`src/rtl/riscv_enc_pkg.sv`:
```
// riscv_enc_pkg: opcodes, format enum, type_flags bit indices and helpers for the RV32/RV64I encoder
package riscv_enc_pkg;
   localparam logic [6:0] OP_IMM    = 7'h13;
   localparam logic [6:0] OP_LOAD   = 7'h03;
   localparam logic [6:0] OP_JALR   = 7'h67;
   localparam logic [6:0] OP_REG    = 7'h33;
   localparam logic [6:0] OP_REG_W  = 7'h3b;
   localparam logic [6:0] OP_STORE  = 7'h23;
   localparam logic [6:0] OP_BRANCH = 7'h63;
   localparam logic [6:0] OP_AUIPC  = 7'h17;
   localparam logic [6:0] OP_LUI    = 7'h37;
   localparam logic [6:0] OP_JAL    = 7'h6f;
   localparam logic [31:0] NOP = 32'h0000_0013;
   localparam int TF_R   = 0;
   localparam int TF_I   = 1;
   localparam int TF_L   = 2;
   localparam int TF_JR  = 3;
   localparam int TF_S   = 4;
   localparam int TF_SB  = 5;
   localparam int TF_AUI = 6;
   localparam int TF_LUI = 7;
   localparam int TF_J   = 8;
   typedef enum logic [2:0] {FMT_R, FMT_I, FMT_S, FMT_B, FMT_U, FMT_J, FMT_NOP} fmt_e;
   // true when v is representable as an n-bit two's-complement value
   function automatic logic fits_signed(input logic [31:0] v, input int n);
      logic [31:0] t;
      t = 32'($signed(v) >>> (n - 1));
      return (t == '0) || (t == '1);
   endfunction
endpackage

```
`src/rtl/imm_packer.sv`:
```
// imm_packer: scatters the immediate into its format's bit positions; range check under ENC_RANGE_CHECK_EN
module imm_packer
   import riscv_enc_pkg::*;
(
   input  fmt_e        i_fmt,
   input  logic [31:0] i_imm,
   output logic [31:0] o_skel,
   output logic        o_err
);
   // immediate bit placement per format; formats without an immediate contribute zeros
   always_comb begin
      o_skel = '0;
      case (i_fmt)
         FMT_I:   o_skel = {i_imm[11:0], 20'b0};
         FMT_S:   o_skel = {i_imm[11:5], 13'b0, i_imm[4:0], 7'b0};
         FMT_B:   o_skel = {i_imm[12], i_imm[10:5], 13'b0, i_imm[4:1], i_imm[11], 7'b0};
         FMT_U:   o_skel = {i_imm[31:12], 12'b0};
         FMT_J:   o_skel = {i_imm[20], i_imm[10:1], i_imm[11], i_imm[19:12], 12'b0};
         default: o_skel = '0;
      endcase
   end
`ifdef ENC_RANGE_CHECK_EN
   // flag immediates that do not survive truncation into the format's field
   always_comb begin
      o_err = 1'b0;
      case (i_fmt)
         FMT_I, FMT_S: o_err = !fits_signed(i_imm, 12);
         FMT_B:        o_err = i_imm[0] || !fits_signed(i_imm, 13);
         FMT_J:        o_err = i_imm[0] || !fits_signed(i_imm, 21);
         FMT_U:        o_err = |i_imm[11:0];
         default:      o_err = 1'b0;
      endcase
   end
`else
   assign o_err = 1'b0;
`endif
endmodule

```
`src/rtl/instr_encoder.sv`:
```
// instr_encoder: two-stage RV32/RV64I instruction encoder with sequential byte address tag (option ENC_RANGE_CHECK_EN)
module instr_encoder
   import riscv_enc_pkg::*;
#(
   parameter int                 ADDR_W    = 32,
   parameter logic [ADDR_W-1:0]  BASE_ADDR = '0
) (
   input  logic              clk,
   input  logic              rst,
   input  logic              in_valid,
   output logic              in_ready,
   input  logic [8:0]        type_flags,
   input  logic              w_op,
   input  logic [4:0]        rd,
   input  logic [4:0]        rs1,
   input  logic [4:0]        rs2,
   input  logic [2:0]        funct3,
   input  logic [6:0]        funct7,
   input  logic [31:0]       imm,
   output logic              out_valid,
   input  logic              out_ready,
   output logic [31:0]       out_instr,
   output logic [ADDR_W-1:0] out_addr,
   output logic              out_err
);
   localparam logic [8:0] F_R   = 9'b1 << TF_R;
   localparam logic [8:0] F_I   = 9'b1 << TF_I;
   localparam logic [8:0] F_IL  = (9'b1 << TF_I) | (9'b1 << TF_L);
   localparam logic [8:0] F_IJR = (9'b1 << TF_I) | (9'b1 << TF_JR);
   localparam logic [8:0] F_S   = 9'b1 << TF_S;
   localparam logic [8:0] F_SB  = 9'b1 << TF_SB;
   localparam logic [8:0] F_AUI = 9'b1 << TF_AUI;
   localparam logic [8:0] F_LUI = 9'b1 << TF_LUI;
   localparam logic [8:0] F_J   = 9'b1 << TF_J;
   logic              w_en, w_hs, w_ill, w_rerr;
   fmt_e              w_fmt;
   logic [6:0]        w_opc;
   logic [31:0]       w_skel, w_fields, w_word;
   logic              r1_valid, r1_ill, r2_valid;
   fmt_e              r1_fmt;
   logic [6:0]        r1_op, r1_f7;
   logic [4:0]        r1_rd, r1_rs1, r1_rs2;
   logic [2:0]        r1_f3;
   logic [31:0]       r1_imm;
   logic [ADDR_W-1:0] r_cnt;
   assign w_en      = !r2_valid || out_ready;
   assign w_hs      = r2_valid && out_ready;
   assign in_ready  = w_en;
   assign out_valid = r2_valid;
   // classify the one-hot flag pattern into format and opcode; anything else is illegal
   always_comb begin
      w_fmt = FMT_NOP;
      w_opc = OP_IMM;
      w_ill = 1'b0;
      case (type_flags)
         F_R:     begin w_fmt = FMT_R; w_opc = w_op ? OP_REG_W : OP_REG; end
         F_I:     begin w_fmt = FMT_I; w_opc = OP_IMM;    end
         F_IL:    begin w_fmt = FMT_I; w_opc = OP_LOAD;   end
         F_IJR:   begin w_fmt = FMT_I; w_opc = OP_JALR;   end
         F_S:     begin w_fmt = FMT_S; w_opc = OP_STORE;  end
         F_SB:    begin w_fmt = FMT_B; w_opc = OP_BRANCH; end
         F_AUI:   begin w_fmt = FMT_U; w_opc = OP_AUIPC;  end
         F_LUI:   begin w_fmt = FMT_U; w_opc = OP_LUI;    end
         F_J:     begin w_fmt = FMT_J; w_opc = OP_JAL;    end
         default: w_ill = 1'b1;
      endcase
   end
   // stage 1: capture classification and raw fields
   always_ff @(posedge clk) begin
      if (rst) begin
         r1_valid <= 1'b0;
      end else if (w_en) begin
         r1_valid <= in_valid;
         if (in_valid) begin
            r1_fmt <= w_fmt;
            r1_op  <= w_opc;
            r1_ill <= w_ill;
            r1_rd  <= rd;
            r1_rs1 <= rs1;
            r1_rs2 <= rs2;
            r1_f3  <= funct3;
            r1_f7  <= funct7;
            r1_imm <= imm;
         end
      end
   end
   imm_packer u_imm (
      .i_fmt  (r1_fmt),
      .i_imm  (r1_imm),
      .o_skel (w_skel),
      .o_err  (w_rerr)
   );
   assign w_fields = (r1_fmt == FMT_R) ? {r1_f7, r1_rs2, r1_rs1, r1_f3, r1_rd, r1_op} :
                     (r1_fmt == FMT_I) ? {12'b0, r1_rs1, r1_f3, r1_rd, r1_op} :
                     (r1_fmt == FMT_S || r1_fmt == FMT_B) ? {7'b0, r1_rs2, r1_rs1, r1_f3, 5'b0, r1_op} :
                     {20'b0, r1_rd, r1_op};
   assign w_word = (r1_fmt == FMT_NOP) ? NOP : (w_skel | w_fields);
   // stage 2: output register plus handshake-driven address counter; a word loaded during a handshake takes the next address
   always_ff @(posedge clk) begin
      if (rst) begin
         r2_valid  <= 1'b0;
         out_instr <= '0;
         out_err   <= 1'b0;
         out_addr  <= BASE_ADDR;
         r_cnt     <= BASE_ADDR;
      end else begin
         if (w_hs) r_cnt <= r_cnt + ADDR_W'(4);
         if (w_en) begin
            r2_valid <= r1_valid;
            if (r1_valid) begin
               out_instr <= w_word;
               out_err   <= r1_ill | w_rerr;
               out_addr  <= w_hs ? r_cnt + ADDR_W'(4) : r_cnt;
            end
         end
      end
   end
endmodule
```
`config.mk`:
```
export PLATFORM = sky130hd
export DESIGN_NAME = instr_encoder
export DESIGN_NICKNAME = d
export VERILOG_FILES = /design/src/rtl/riscv_enc_pkg.sv /design/src/rtl/imm_packer.sv /design/src/rtl/instr_encoder.sv
export SDC_FILE = /design/constraint.sdc
export NUM_CORES = 1
export LEC_CHECK = 0
export ABC_CLOCK_PERIOD_IN_PS = 3450
export CAP_MARGIN = 20
export CORE_MARGIN = 1.5
export CORE_UTILIZATION = 50
export CTS_BUF_LIST = sky130_fd_sc_hd__clkbuf_2
export DETAILED_ROUTE_END_ITERATION = 10
export PLACE_DENSITY_LB_ADDON = 0.3
export SLEW_MARGIN = 20
export SYNTH_ARGS = -nofsm -noshare
export SYNTH_HDL_FRONTEND = slang
export SYNTH_HIERARCHICAL = 1
export SYNTH_SLANG_ARGS = --single-unit
```
`constraint.sdc`:
```
create_clock -name clk -period 3.45 [get_ports clk]
set_input_delay 0.345 -clock clk [delete_from_list [all_inputs] [get_ports clk]]
set_output_delay 0.345 -clock clk [all_outputs]
set_load 0.005 [all_outputs]
```
# --- Word-level counts from Yosys, hierarchy flattened ---
# Cells that the tools add are included.
# Widths: inputs -> output; s select.
word_totals:
  reg_bits: 167
  elab_cells: 53
  input_bits: 71
op_classes:
  addsub: 1
  reduce_logical: 10
  n_bitwise: 2
  n_eq_ne: 15
  muxes: 10
ops:
  columns: ["op", "count"]
  rows:
  - ["$pmux 32 s5", 1]
  - ["$mux 32", 3]
  - ["$pmux 7 s8", 1]
  - ["$mux 25", 2]
  - ["$add 32x3->32 const B", 1]
  - ["$or 32x32->32", 1]
  - ["$pmux 3 s6", 1]
  - ["$eq 3x3->1 const B", 3]
  - ["$eq 9x1->1 const B", 1]
  - ["$eq 9x2->1 const B", 1]
  - ["$eq 9x3->1 const B", 1]
  - ["$eq 9x4->1 const B", 1]
  - ["$eq 9x5->1 const B", 1]
  - ["$eq 9x6->1 const B", 1]
  - ["$eq 9x7->1 const B", 1]
  - ["$eq 9x8->1 const B", 1]
  - ["$eq 9x9->1 const B", 1]
  - ["$reduce_or 9->1", 1]
  - ["$eq 3x2->1 const B", 2]
  - ["$mux 4", 1]
  - ["$eq 3x1->1 const B", 1]
  - ["$logic_not 3->1", 1]
  - ["$reduce_and 3->1", 1]
  - ["$reduce_or 3->1", 1]
  - ["other kinds (7)", 8]

# --- Longest topological paths before layout ---
logic_depth:
  word_depth: 7
  mapped_depth: 8
  mapped_depth_nobuf: 6

# --- Hierarchy ---
# Netlist, hierarchy kept.
modules_own_cells:
  columns: ["mod", "n_inst", "cells_per_inst", "seq_area_each_um2", "area_per_inst_um2"]
  rows:
  - ["instr_encoder", 1, 560, 3863.7, 6170.9]
  - ["imm_packer", 1, 66, 0.0, 417.9]

# --- Worst setup path before layout ---
# Ideal clock, no wire load.
synth_timing:
  path_kind: "in2reg"
  start: "in rst"
  end: "reg r1_f3[0] (enable)"
  cell_stages: 4
  slack_ns: 0.675
  t_arrival_ns: 2.344
  path_buffers: 2
  path_cell_list: "clkbuf_1 clkbuf_1 inv_1 and3_1"
synth_via:
  elab_chain_len: 2
synth_lines:
  columns: ["item", "line_no", "text"]
  rows:
  - ["from (decl)", "instr_encoder.sv:9", "input logic rst,"]
  - ["$not 1->1 (no line)", null, null]
  - ["$reduce_and 3->1 (no line)", null, null]
  - ["to (signal assigned)", "instr_encoder.sv:81", "r1_f3 <= funct3;"]
  - ["to (decl)", "instr_encoder.sv:43", "logic [2:0] r1_f3;"]
# No other way between the ends.
# A chain may end at the register's enable or synchronous reset.

# --- Final worst setup path ---
layout_timing:
  start: "reg r2_valid, in the netlist out_valid"
  end: "out in_ready"
layout_via:
  elab_chain_len: 2
layout_lines:
  columns: ["item", "line_no", "text"]
  rows:
  - ["from (decl)", "instr_encoder.sv:39", "logic r1_valid, r1_ill, r2_valid;"]
  - ["from (signal assigned)", "instr_encoder.sv:109", "r2_valid <= r1_valid;"]
  - ["$logic_not 1->1", "instr_encoder.sv:46", "assign w_en = !r2_valid || out_ready;"]
  - ["$logic_or 1x1->1", "instr_encoder.sv:46", null]
  - ["to (decl)", "instr_encoder.sv:11", "output logic in_ready,"]
# No other way between the ends.

==> flow_metrics.env <==
export IMPL_outcome="completed"
export IMPL_overflow=0
export IMPL_period_needed_ps=2588
export IMPL_dp_cells=895
export IMPL_routedWlPerCell_um=16.66
export IMPL_wirelength_um=15460
export IMPL_finClkSkew_ps=17.65
export IMPL_dieArea_mm2=0.01385
export IMPL_grt_pass1_wl_um=25300
export IMPL_p_int_mw=2.795
export IMPL_via_per_inst=5.820
export IMPL_cts_resized=0
export IMPL_place_congestion=0.9728
export IMPL_p_clk_share_pct=33.1
export IMPL_max_slew_margin_pct=36.50
export IMPL_cpMaxStageDelayCell="clkdlybuf4s50_1"
export IMPL_hold_class="input pin to register"
export IMPL_antenna_cells=0
export IMPL_timing_final_hold_violations=0
export IMPL_layout_common_cells="134 x clkdlybuf4s50_1, 94 x dfxtp_1, 81 x nor2_1"
export IMPL_fillers=1049
export IMPL_htree_num_levels=4
export IMPL_fin_tns_setup_ps=0
export IMPL_clkTransAtPathRegs_ps=220
export IMPL_maxCapViolCount=0
export IMPL_cp_cell_sequence="nor2b_1, inv_2, clkdlybuf4s50_1"
export IMPL_crit_arrival_ps=2240
export IMPL_tightest_slew_ps=952.5
export IMPL_grt_usage_pct=22.71
export IMPL_vias=5401
export IMPL_drive_above_1_share_pct=6.614
export IMPL_drtIter0Drc=575
export IMPL_endpoint_kind="output pin"
export IMPL_avgSynthCellArea_um2=10.53
export IMPL_die_w_um=117.7
export IMPL_worstSetupPathType="register to output pin"
export IMPL_area_growth_pct=26.34
export IMPL_p_per_area_mw_per_mm2=441.2
export IMPL_whs_ps=133.9
export IMPL_ys_warn_count=6
export IMPL_io_pins=138
export IMPL_final_nets=815
export IMPL_slowest_delay_ps=530
export IMPL_required_ps=3110
export IMPL_first_pass_iters=7
export IMPL_rsz0062_at_grt="no"
export IMPL_crit_fanout=7
export IMPL_fin_crit_sh_pct=75.02
export IMPL_final_common_cell="clkdlybuf4s50_1"
export IMPL_num_rows=41
export IMPL_cts_root_buf="clkbuf_2"
export IMPL_start_kind="register"
export IMPL_io_buffer_count=135
export IMPL_clk_path_buf_depth=2
export IMPL_postSynthCellCount=624
export IMPL_clock_sinks=160
export IMPL_clock_fmax_mhz=386.4
export IMPL_power_leakage_nw=2.760
export IMPL_grt_pass1_vias=5220
export IMPL_clk_latency_ps=730
export IMPL_finalSetupViolations=0
export IMPL_power_switching_uw=869.0
export IMPL_die_h_um=117.7
export IMPL_drc_errors=0
export IMPL_final_core_util_pct=65.28
export IMPL_p_sw_share_pct=23.72
export IMPL_sequentialPowerShare_pct=57.0
export IMPL_total_power_mw=3.664
export IMPL_dpl_hpwl_um=10750
export IMPL_ir_worst_vdd_mv=0.2600
export IMPL_syn_area_mm2=0.006574
export IMPL_combinationalPowerShare_pct=9.9
export IMPL_cts_tree="done"
export IMPL_initial_core_util_pct=51.67
export IMPL_fin_cells=928
export IMPL_timing_final_max_slew_violations=0
export IMPL_grt_max_degree=95
export IMPL_core_area_mm2=0.01272
export IMPL_antenna_left=0
export IMPL_antenna_found_initial=0
export IMPL_numCtsBuffers=17
registers in the layout, summed over array words and instances (netlist names):
register   count
out_instr     31
out_addr      30
r1_valid       1
out_err        1
out_valid      1
r_cnt         30
r1_f7          7
r1_ill         1
r1_f3          3
r1_imm        32
r1_fmt         3
r1_rs2         5
r1_op          5
r1_rd          5
r1_rs1         5
routing by layer:
| layer | share of wire, % | GRT usage [%] | vias to the layer above |
|---|---|---|---|
| met1 | 40 | 26.62 | 2554 |
| met4 | 3.2 | 9.985 | 0 |
| met3 | 6.9 | 5.814 | 40 |
| li1 | - | - | 2552 |
| met5 | 0 | 0 | - |
| met2 | 50 | 39.29 | 255 |
power by group through the flow:
stage	Clock, mW	Sequential [mW]	Combinational [mW]
finish	1.21	2.09	0.363
global route	1.30	2.10	0.396
CTS	1.22	2.09	0.365
detailed placement	0	2.13	0.363
global placement	0	2.12	0.351
floorplan	0	2.12	0.171
repair_timing:
item	CTS	global route
hold buffers	1	0
endpoints found under the hold margin	1	0
setup buffers	0	0
worst max-delay path: cells and delay by family (launching register included):
family | cells | cell delay, ps
buf+inv | 2 | 660
flops | 1 | 470
simple gates | 1 | 390
layout make-up:
class                   count  area (um^2)  share of cell area, %
repair buffers            142         1414                  17.02
clock inverters            15        216.5                  2.606
clock buffers              17        85.08                  1.024
inverters                  11        41.29                 0.4971
multi-input cells         411         2470                  29.74
flip-flops and latches    160         3864                  46.52
well taps                 172        215.2                  2.591
path summary, 6_finish.rpt:
path,from,end,slack (ps),cells past startpoint
hold / removal,funct7[4],r1_f7[4],130,1
setup / recovery,out_valid,in_ready,860,3
hold reg to reg,out_instr[6],out_instr[6],470,2
setup reg to reg,out_valid,out_addr[31],1060,4
metrics by stage:
step / area, um^2 / setup slack [ps]
after floorplan: 6596 / 674.6
after global placement: 7994 / 744.2
after detailed placement: 7994 / 647.2
after CTS: 8305 / 826.6
after global routing: 8305 / 726.4
final: 8305 / 861.8
No activity file was read; power rests on OpenSTA's default activity.
